<file path="config.mk">
export PLATFORM = sky130hd
export DESIGN_NAME = vga_sync_gen
export DESIGN_NICKNAME = d
export VERILOG_FILES = /design/src/rtl/vga_sync_gen.sv
export SDC_FILE = /design/constraint.sdc
export NUM_CORES = 1
export LEC_CHECK = 0
export BUFFER_PORTS_ARGS = -buffer_cell sky130_fd_sc_hd__buf_2
export CAP_MARGIN = 30
export CORE_UTILIZATION = 55
export DETAILED_ROUTE_END_ITERATION = 12
export GPL_TIMING_DRIVEN = 1
export PLACE_DENSITY = 0.89
export SLEW_MARGIN = 20
export SYNTH_ARGS = -nofsm -noshare
export SYNTH_HDL_FRONTEND = slang
export SYNTH_SLANG_ARGS = --single-unit
</file>
<file path="constraint.sdc">
create_clock -name clk -period 3.75 [get_ports clk]
set_input_delay 0.375 -clock clk [delete_from_list [all_inputs] [get_ports clk]]
set_output_delay 0.375 -clock clk [all_outputs]
set_load 0.01 [all_outputs]
</file>
<file path="src/rtl/vga_sync_gen.sv">
// rtl/vga_sync_gen.sv - VGA pixel-rate divider, scan counters and registered sync decode
module vga_sync_gen #(
  parameter int H_DISPLAY = 640,
  parameter int H_FRONT   = 16,
  parameter int H_SYNC    = 96,
  parameter int H_BACK    = 48,
  parameter int V_DISPLAY = 480,
  parameter int V_FRONT   = 10,
  parameter int V_SYNC    = 2,
  parameter int V_BACK    = 33,
  parameter int CLK_DIV   = 2,
  parameter bit SYNC_POL  = 1'b0
) (
  input  logic       clk,
  input  logic       rst,
  output logic       p_tick,
  output logic [9:0] pixel_x,
  output logic [9:0] pixel_y,
  output logic       video_on,
  output logic       hsync,
  output logic       vsync,
  output logic       frame_tick
);

  localparam int H_TOTAL = H_DISPLAY + H_FRONT + H_SYNC + H_BACK;
  localparam int V_TOTAL = V_DISPLAY + V_FRONT + V_SYNC + V_BACK;
  localparam int DIV_W   = (CLK_DIV > 1) ? $clog2(CLK_DIV) : 1;

  localparam logic [DIV_W-1:0] DIV_LAST = DIV_W'(CLK_DIV - 1);
  localparam logic [9:0]  H_LAST   = 10'(H_TOTAL - 1);
  localparam logic [9:0]  V_LAST   = 10'(V_TOTAL - 1);
  localparam logic [10:0] H_VIS    = 11'(H_DISPLAY);
  localparam logic [10:0] V_VIS    = 11'(V_DISPLAY);
  localparam logic [10:0] HS_FIRST = 11'(H_DISPLAY + H_FRONT);
  localparam logic [10:0] HS_LAST  = 11'(H_DISPLAY + H_FRONT + H_SYNC - 1);
  localparam logic [10:0] VS_FIRST = 11'(V_DISPLAY + V_FRONT);
  localparam logic [10:0] VS_LAST  = 11'(V_DISPLAY + V_FRONT + V_SYNC - 1);

  generate
    if (H_TOTAL > 1024 || V_TOTAL > 1024 || CLK_DIV < 1) begin : gen_bad_params
      $error("vga_sync_gen: totals must be <= 1024 and CLK_DIV >= 1");
    end
  endgenerate

  logic [DIV_W-1:0] div;
  logic             div_wrap;
  logic [9:0]       h_next;
  logic [9:0]       v_next;
  logic [10:0]      h_ext;
  logic [10:0]      v_ext;

  assign div_wrap = (div == DIV_LAST);
  assign h_ext    = {1'b0, h_next};
  assign v_ext    = {1'b0, v_next};

  // Next-state scan position; every output below is decoded from it so all change together.
  always_comb begin
    h_next = pixel_x;
    v_next = pixel_y;
    if (div_wrap) begin
      if (pixel_x == H_LAST) begin
        h_next = 10'd0;
        v_next = (pixel_y == V_LAST) ? 10'd0 : pixel_y + 10'd1;
      end else begin
        h_next = pixel_x + 10'd1;
      end
    end
  end

  always_ff @(posedge clk) begin
    if (rst) begin
      div        <= '0;
      p_tick     <= 1'b0;
      pixel_x    <= 10'd0;
      pixel_y    <= 10'd0;
      video_on   <= 1'b0;
      hsync      <= ~SYNC_POL;
      vsync      <= ~SYNC_POL;
      frame_tick <= 1'b0;
    end else begin
      div        <= div_wrap ? '0 : div + DIV_W'(1);
      p_tick     <= div_wrap;
      pixel_x    <= h_next;
      pixel_y    <= v_next;
      video_on   <= (h_ext < H_VIS) && (v_ext < V_VIS);
      hsync      <= ((h_ext >= HS_FIRST) && (h_ext <= HS_LAST)) ? SYNC_POL : ~SYNC_POL;
      vsync      <= ((v_ext >= VS_FIRST) && (v_ext <= VS_LAST)) ? SYNC_POL : ~SYNC_POL;
      // Only the step into (0,V_DISPLAY) qualifies; the held pixel clks that follow do not.
      frame_tick <= div_wrap && (h_next == 10'd0) && (v_ext == V_VIS);
    end
  end

endmodule

</file>
== Word-level counts from Yosys, hierarchy flattened ==
Cells that the tools add are included.
Word-level totals
  logic and storage cells: 34
  output and inout port bits: 25
  bits of input ports: 2
  flip-flop bits (word level): 26
Operators by class
  reduce and logical (&&, ||, !) cells: 7
  $add $sub $neg: 3
  magnitude comparators: 6
  equal/unequal tests: 3
  mux-type cells: 7
Operators with widths (count)
  10-bit 2-to-1 mux: 5
  10-bit by 1-bit adder with 10-bit output, second input constant: 2
  10-bit == test, second input constant: 2
  10-bit by 9-bit == test with 1-bit output, second input constant: 1
  10-bit >= comparator, second input constant: 1
  10-bit by 9-bit >= comparator with 1-bit output, second input constant: 1
  10-bit <= comparator, second input constant: 1
  10-bit by 9-bit <= comparator with 1-bit output, second input constant: 1
  10-bit zero test: 1
  10-bit less-than comparator, second input constant: 1
  10-bit by 9-bit less-than comparator with 1-bit output, second input constant: 1
  1-bit logical AND: 5
  1-bit 2-to-1 mux: 2
  2-bit OR reduction: 1
  1-bit adder, second input constant: 1

== Longest topological paths before layout ==
Gate-level depths: netlist (run 1).
  depth after elaboration: 7
  gate-level depth with buffers: 9
  depth with buffers taken out: 8

== Worst setup path after synthesis (run 1) ==
No wires, ideal clock.
  kind: reg2reg
  start point: register pixel_x[0]
  end point: register frame_tick
  arrival time: 2434 ps
  setup time: 61 ps
  data required time: 3689 ps
  clock period less this slack: 2495 ps
  stages on the path, launching flop included: 9
  path buffers: 1
  path slack: 1255 ps
  path through: dfxtp_1 > ha_1 > clkbuf_1 > nand2_1 > nor4_2 > nand2_1 > xor2_1 > or4b_1 > and4b_1
On the way
  longest elaborated chain between the ends: 6
  elaborated cells on any way between the ends: 10
  classes of those cells: add/sub (1); eq/ne (2); mux (4); reduce/logical (3)
RTL lines
  from (decl): RTL line 17  | output logic [9:0] pixel_x,
  from (signal assigned): RTL line 83  | pixel_x <= h_next;
  10-bit by 1-bit adder with 10-bit output / 10-bit == test (equally long branches): RTL line 65, 61
  10-bit 2-to-1 mux: RTL line 61  | if (pixel_x == H_LAST) begin
  10-bit 2-to-1 mux: RTL line 60  | if (div_wrap) begin
  10-bit zero test: RTL line 89  | frame_tick <= div_wrap && (h_next == 10'd0) && (v_ext == V_VIS);
  1-bit logical AND: RTL line 89
  1-bit logical AND *: RTL line 89
  to (signal assigned): RTL line 89
  to (decl): RTL line 22  | output logic frame_tick
Every way passes the cells marked *; elsewhere a longest branch is shown, timed or not.
A chain may end at the register's enable or synchronous reset.

== Worst setup path in the final report (run 1) ==
Same ends and word-level chain as after synthesis.

==> results_dict.tcl, run 1 <==
set metrics [dict create \
    outcome "finished clean" \
    synth_top_family_by_area "simple AND/OR/NAND/NOR gates" \
    crit_family "simple AND/OR/NAND/NOR gates" \
    swShare 0.2221 \
    antenna_found_initial 0 \
    crit_cells 7 \
    ctsResizeCount 0 \
    layout_common_cells "dfxtp_1 (26), buf_2 (26), nor2_1 (23), nand2_1 (17), nor3_1 (10)" \
    crit_slowest_cell "nor4_2" \
    peakVddDrop_mv 0.2224 \
    ctsRootBufferMaster "clkbuf_4" \
    initial_core_util 0.5954 \
    vias 1391 \
    relSlewSlack 0.4627 \
    die_area_sq_um 2969 \
    p_int_uw 346.6 \
    cpPeakStageDelay_ns 0.57 \
    hpwlAfterDp_mm 2.516 \
    die-height_um 54.49 \
    drive_gt1_frac 0.1791 \
    multi_input_area_sq_um 910.9 \
    p_switching_uw 98.95 \
    avgViaCountPerCell 6.022 \
    power_uw 445.6 \
    row_count 18 \
    slew_viol_final 0 \
    avgRoutedWirePerCell_um 14.84 \
    whs_path_depth 2 \
    routed_wl_mm 3.427 \
    syn_inst 185 \
    synthMuxAreaShare 0.01321 \
    rsz0062_at_grt "false" \
    cts_tree "done" \
    yosysSeqAreaShare 0.3435 \
    track_usage 0.2650 \
    tightest_slew_ns 0.7985 \
    worstSetupEndpointType "flop" \
    synth-simple-area-share 0.3576 \
    portBuffers 26 \
    postCtsSetupBuffers 0 \
    power.density_nw_per_um2 269.4 \
    pwr-share-seq 0.640 \
    cpMostUsedCell "nand2_1" \
    finalInstanceArea_sq_um 1654 \
    avgSynthCellArea_sq_um 8.190 \
    grt_overflow 0 \
    clock_latency_ns 0.32 \
    max_freq_mhz 360.9 \
    synthXorXnorAreaFrac 0.08671 \
    path_clk_slew_ns 0.14 \
    ant_nets 0 \
    dpl_cell_area_sq_um 1618 \
    drv_cap 0 \
    cts_sinks 26 \
    num_antenna_cells 0 \
    htreeDepth 1 \
    drtPass1Iterations 4 \
    start_kind "flop" \
    finalHoldViolCount 0 \
    fillers 219 \
    ios 27 \
    grt_pass1_vias 1246 \
    synth_cell_types 45 \
    numCtsBuffers 3 \
    synth.cell_area_sq_um 1515 \
    hold_buffers 0 \
    critical_path_required_ns 4.03 \
    worstSetupPathType "flop to flop" \
    core-area_sq_um 2545 \
    grt_max_degree 26 \
    synth_compound_area_frac 0.1189 \
    gp_congestion 1.071 \
    syn-num-nets 190 \
    ys_warn_count 0 \
    area_delta_synth_final_pct 9.166 \
    synthAdderAreaFrac 0.02477 \
    drc 0 \
    p_leak_uw 0.0006508 \
    fin_tns_setup_ns 0 \
    clock_skew_ns 0.004627 \
    ff2ff_path_depth 7 \
    layout.nets 207 \
    register_area_sq_um 520.5 \
    critical_path_buf_inv_count 0 \
    clockPowerShare 0.318 \
    ys_ff_latch 26 \
    min_path_type "primary input to flop" \
    cts.path.max_buffers 2 \
    die_w_um 54.49 \
    dr.first_iter.drc_count 47 \
    cp_max_fo 8 \
    fin_crit_sh 0.7389 \
    grt_pass1_wl_mm 5.699 \
    setup_violations 0 \
    arrival_ns 3.05 \
    finalCriticalPeriod_ns 2.771 \
    pwr-share-comb 0.042 \
    path_cells "ha_1, nand2_1, nor4_2, nand2_1, xor2_1, or4b_1, and4b_1" \
]
-- metrics by stage --
stage / util / std cells / setup slack [ns] / hold slack (ns)
detailed placement: 0.6357 / 227 / 1.043 / 0.5589
global route: 0.6500 / 231 / 0.7070 / 0.4775
global placement: 0.6357 / 227 / 1.231 / 0.4992
finish: 0.6500 / 231 / 0.9790 / 0.4634
CTS: 0.6500 / 231 / 0.9956 / 0.4542
floorplan: - / 185 / 1.255 / 0.5298
-- kinds of logic (layout without fill, tap and decap cells) --
kind of cell	after synthesis	after routing
simple gates	94	94
fa+ha+maj	3	3
mux	2	2
flops	26	26
buf+inv	19	35
xor+xnor	15	15
compound gates	26	26
-- flip-flops by register name, summed over array words and instances, names as in the netlist --
signal and flops:
pixel_x 10, vsync 1, p_tick 1, div 1, pixel_y 10, frame_tick 1
hsync 1, video_on 1
-- synthesized netlist by cell type, drive strengths merged --
cell type  number  share of area
or4b            1         0.0066
and4            1         0.0058
nand3          10          0.036
nor4bb          1         0.0066
o2111ai         1         0.0058
buf             4          0.017
mux2i           2          0.013
a22o            1         0.0058
or2             1         0.0041
or3             3          0.016
a221o           1         0.0066
a311oi          1         0.0058
dfxtp          26           0.34
and4b           1         0.0066
a211oi          2         0.0099
and3            1         0.0041
nand2b          2         0.0083
o311ai          1         0.0058
xnor2           9          0.052
nand4bb         2          0.026
xor2            6          0.035
a31oi           6          0.025
a21oi           5          0.017
nand2          17          0.042
nand3b          1         0.0050
ha              3          0.025
nor3           10          0.033
o31a            2          0.012
nor2           23          0.057
or4             1         0.0050
inv             5          0.012
nor4            8          0.047
o21ai           4          0.013
nand4b          2          0.012
clkbuf         10          0.026
nand4           6          0.025
nor2b           3          0.012
o211a           2          0.013
-- final timing paths --
kind | start | to | slack [ns]
hold / removal | rst | pixel_x[7] | 0.46
hold reg to reg | pixel_x[1] | pixel_x[1] | 0.58
setup / recovery | pixel_x[0] | frame_tick | 0.98
setup reg to reg | pixel_x[0] | frame_tick | 0.98
-- layout make-up --
class	instances	area share
Clock buffer	4	0.02194
Inverter	5	0.01135
Multi-Input combinational cell	140	0.5507
Sequential cell	26	0.3147
Tap cell	30	0.02269
Timing Repair Buffer	26	0.07867
-- power by group through the flow --
| stage | combinational, uW | clock, uW | sequential [uW] |
|---|---|---|---|
| floorplan | 13.8 | 0 | 290 |
| global placement | 18.1 | 0 | 290 |
| detailed placement | 18.8 | 0 | 291 |
| CTS | 18.9 | 146 | 285 |
| global route | 21.0 | 158 | 286 |
| finish | 18.7 | 142 | 285 |
-- layer usage --
layer | wire, um | track usage
met5 | 0 | 0
met2 | 1595 | 0.4289
met1 | 1564 | 0.3451
met4 | 38 | 0.06838
met3 | 228 | 0.07222
No activity file was read; power rests on OpenSTA's default activity.
==> run 2, diff against run 1 <==
==> constraint.sdc (replaced) <==
create_clock -name clk -period 2.7 [get_ports clk]
set_input_delay 0.27 -clock clk [delete_from_list [all_inputs] [get_ports clk]]
set_output_delay 0.27 -clock clk [all_outputs]
set_load 0.01 [all_outputs]
==> run 2 against run 1 <==
Critical path type unchanged. Final area rose by 5.2%. Critical path depth down 1. Clock power is 89% higher. First-iteration DRC count is 17% higher. Flip-flop and latch count unchanged. Largest cell class unchanged. Worst setup slack lost 0.73 ns.
==> results_dict.tcl, run 2 (synthesized netlist as in run 1, its figures left out) <==
set metrics [dict create \
    relSlewSlack 0.6614 \
    min_to "div" \
    pwr-share-comb 0.044 \
    p_switching_uw 141.7 \
    grt_busiest_layer "met2" \
    arrival_ns 2.73 \
    regToRegSetupSlack_ns 0.25 \
    routed_wl_mm 3.485 \
    initial_core_util 0.5954 \
    hold_start "rst" \
    crit-reg2reg-launch "pixel_x[0]" \
    use_met1 0.3699 \
    largestRegisters "pixel_x (10), pixel_y (10)" \
    dr.first_iter.drc_count 55 \
    pwr-share-seq 0.567 \
    grt_overflow 0 \
    reg2reg_to "frame_tick" \
    cpPeakStageDelay_ns 0.59 \
    drc 0 \
    fin_util 0.6839 \
    dpl_cell_area_sq_um 1685 \
    critical_path_required_ns 2.99 \
    crit_cells 6 \
    cts_sinks 26 \
    grt_pass1_vias 1297 \
    avgViaCountPerCell 6.071 \
    cts.path.max_buffers 2 \
    drv_cap 0 \
    cts_tree "done" \
    hpwlAfterDp_mm 2.571 \
    die_w_um 54.49 \
    finalHoldViolCount 0 \
    fin_crit_sh 0.9063 \
    track_usage 0.2735 \
    power.density_nw_per_um2 397.9 \
    ant_nets 0 \
    setup_violations 0 \
    fillers 220 \
    critical_path_buf_inv_count 0 \
    swShare 0.2046 \
    htreeDepth 1 \
    tightest_slew_ns 0.5040 \
    crit_slowest_cell "or4_1" \
    fin_tns_setup_ns 0 \
    num_antenna_cells 0 \
    gp_congestion 0.9230 \
    slew_viol_final 0 \
    layout_setup_ws_ns 0.2531 \
    clock_skew_ns 0.006432 \
    grt_pass1_wl_mm 5.865 \
    outcome "finished clean" \
    finalInstanceArea_sq_um 1740 \
    drive_gt1_frac 0.2190 \
    ctsRootBufferMaster "clkbuf_4" \
    hold_buffers 0 \
    portBuffers 26 \
    avgRoutedWirePerCell_um 14.52 \
    row_count 18 \
    worstSetupPathType "flop to flop" \
    finalCriticalPeriod_ns 2.447 \
    antenna_found_initial 0 \
    p_leak_uw 0.0007037 \
    postCtsSetupBuffers 0 \
    ff2ff_path_depth 6 \
    worstSetupEndpointType "flop" \
    core-area_sq_um 2545 \
    cp_max_fo 10 \
    numCtsBuffers 3 \
    min_path_type "primary input to flop" \
    rsz0062_at_grt "false" \
    layout.nets 216 \
    start_kind "flop" \
    p_int_uw 550.8 \
    crit_family "simple AND/OR/NAND/NOR gates" \
    die_area_sq_um 2969 \
    clockPowerShare 0.389 \
    ios 27 \
    drtPass1Iterations 4 \
    grt_max_degree 26 \
    area_delta_synth_final_pct 14.86 \
    peakVddDrop_mv 0.4348 \
    layout_common_cells "dfxtp_1 (26), buf_2 (26), nor2_1 (23), nand2_1 (17), nor3_1 (10)" \
    max_freq_mhz 408.7 \
    whs_path_depth 2 \
    gr-usage-met2 0.4370 \
    path_clk_slew_ns 0.14 \
    dpl_worst_slack_ns 0.2467 \
    clock_latency_ns 0.33 \
    vias 1457 \
    fin_hold_ws_ns 0.3397 \
    grtUsageMet3 0.04444 \
    path_cells "ha_2, nand2_1, or4_1, a221o_1, nor4_1, and4b_1" \
    die-height_um 54.49 \
]
-- run 2: metrics by stage --
| stage | power (uW) | instances |
|---|---|---|
| after CTS | 695.0 | 240 |
| after global routing | 713.2 | 240 |
| after global placement | 430.0 | 236 |
| after floorplan | 421.8 | 185 |
| final | 692.5 | 240 |
| after detailed placement | 431.3 | 236 |
-- run 2: cell type report --
cell class / count / area [sq um] / share of cell area
Multi-Input combinational cell: 140 / 913.4 / 0.5248
Sequential cell: 26 / 520.5 / 0.2991
Timing Repair Buffer: 35 / 197.7 / 0.1136
Tap cell: 30 / 37.54 / 0.02157
Clock inverter: 1 / 30.03 / 0.01725
Clock buffer: 3 / 22.52 / 0.01294
Inverter: 5 / 18.77 / 0.01078
-- run 2: per-layer routing --
layer	part of all wire	routed length (um)
met1	0.46	1602
met4	0.0086	30
met2	0.47	1640
met5	0	0
met3	0.061	211
-- run 2: worst reg2reg max path: cells and delay by family (launching register included) --
family	cells	cell delay (ns)
flip-flops	1	0.46
AO/OA/AOI/OAI	1	0.40
adder cells (fa/ha/maj)	1	0.29
AND/OR/NAND/NOR	4	1.24
-- run 2: worst max path at each step --
stage	from	endpoint
after floorplan	pixel_x[0]	frame_tick
after global placement	pixel_x[3]	vsync
after detailed placement	pixel_x[0]	frame_tick
after CTS	pixel_x[0]	frame_tick
after global routing	pixel_x[0]	frame_tick
final	pixel_x[0]	frame_tick
-- run 2: repair_timing --
action,in CTS,in global routing
endpoints found under the setup margin,0,1
hold endpoints to repair,0,0
gates resized for setup,0,1
-- run 2: power by group through the flow --
stage	clock [uW]	combinational [uW]	sequential (uW)
floorplan	0	19.2	403
global placement	0	29.7	400
detailed placement	0	30.5	401
CTS	272	30.6	392
global route	285	35.2	393
finish	269	30.8	392
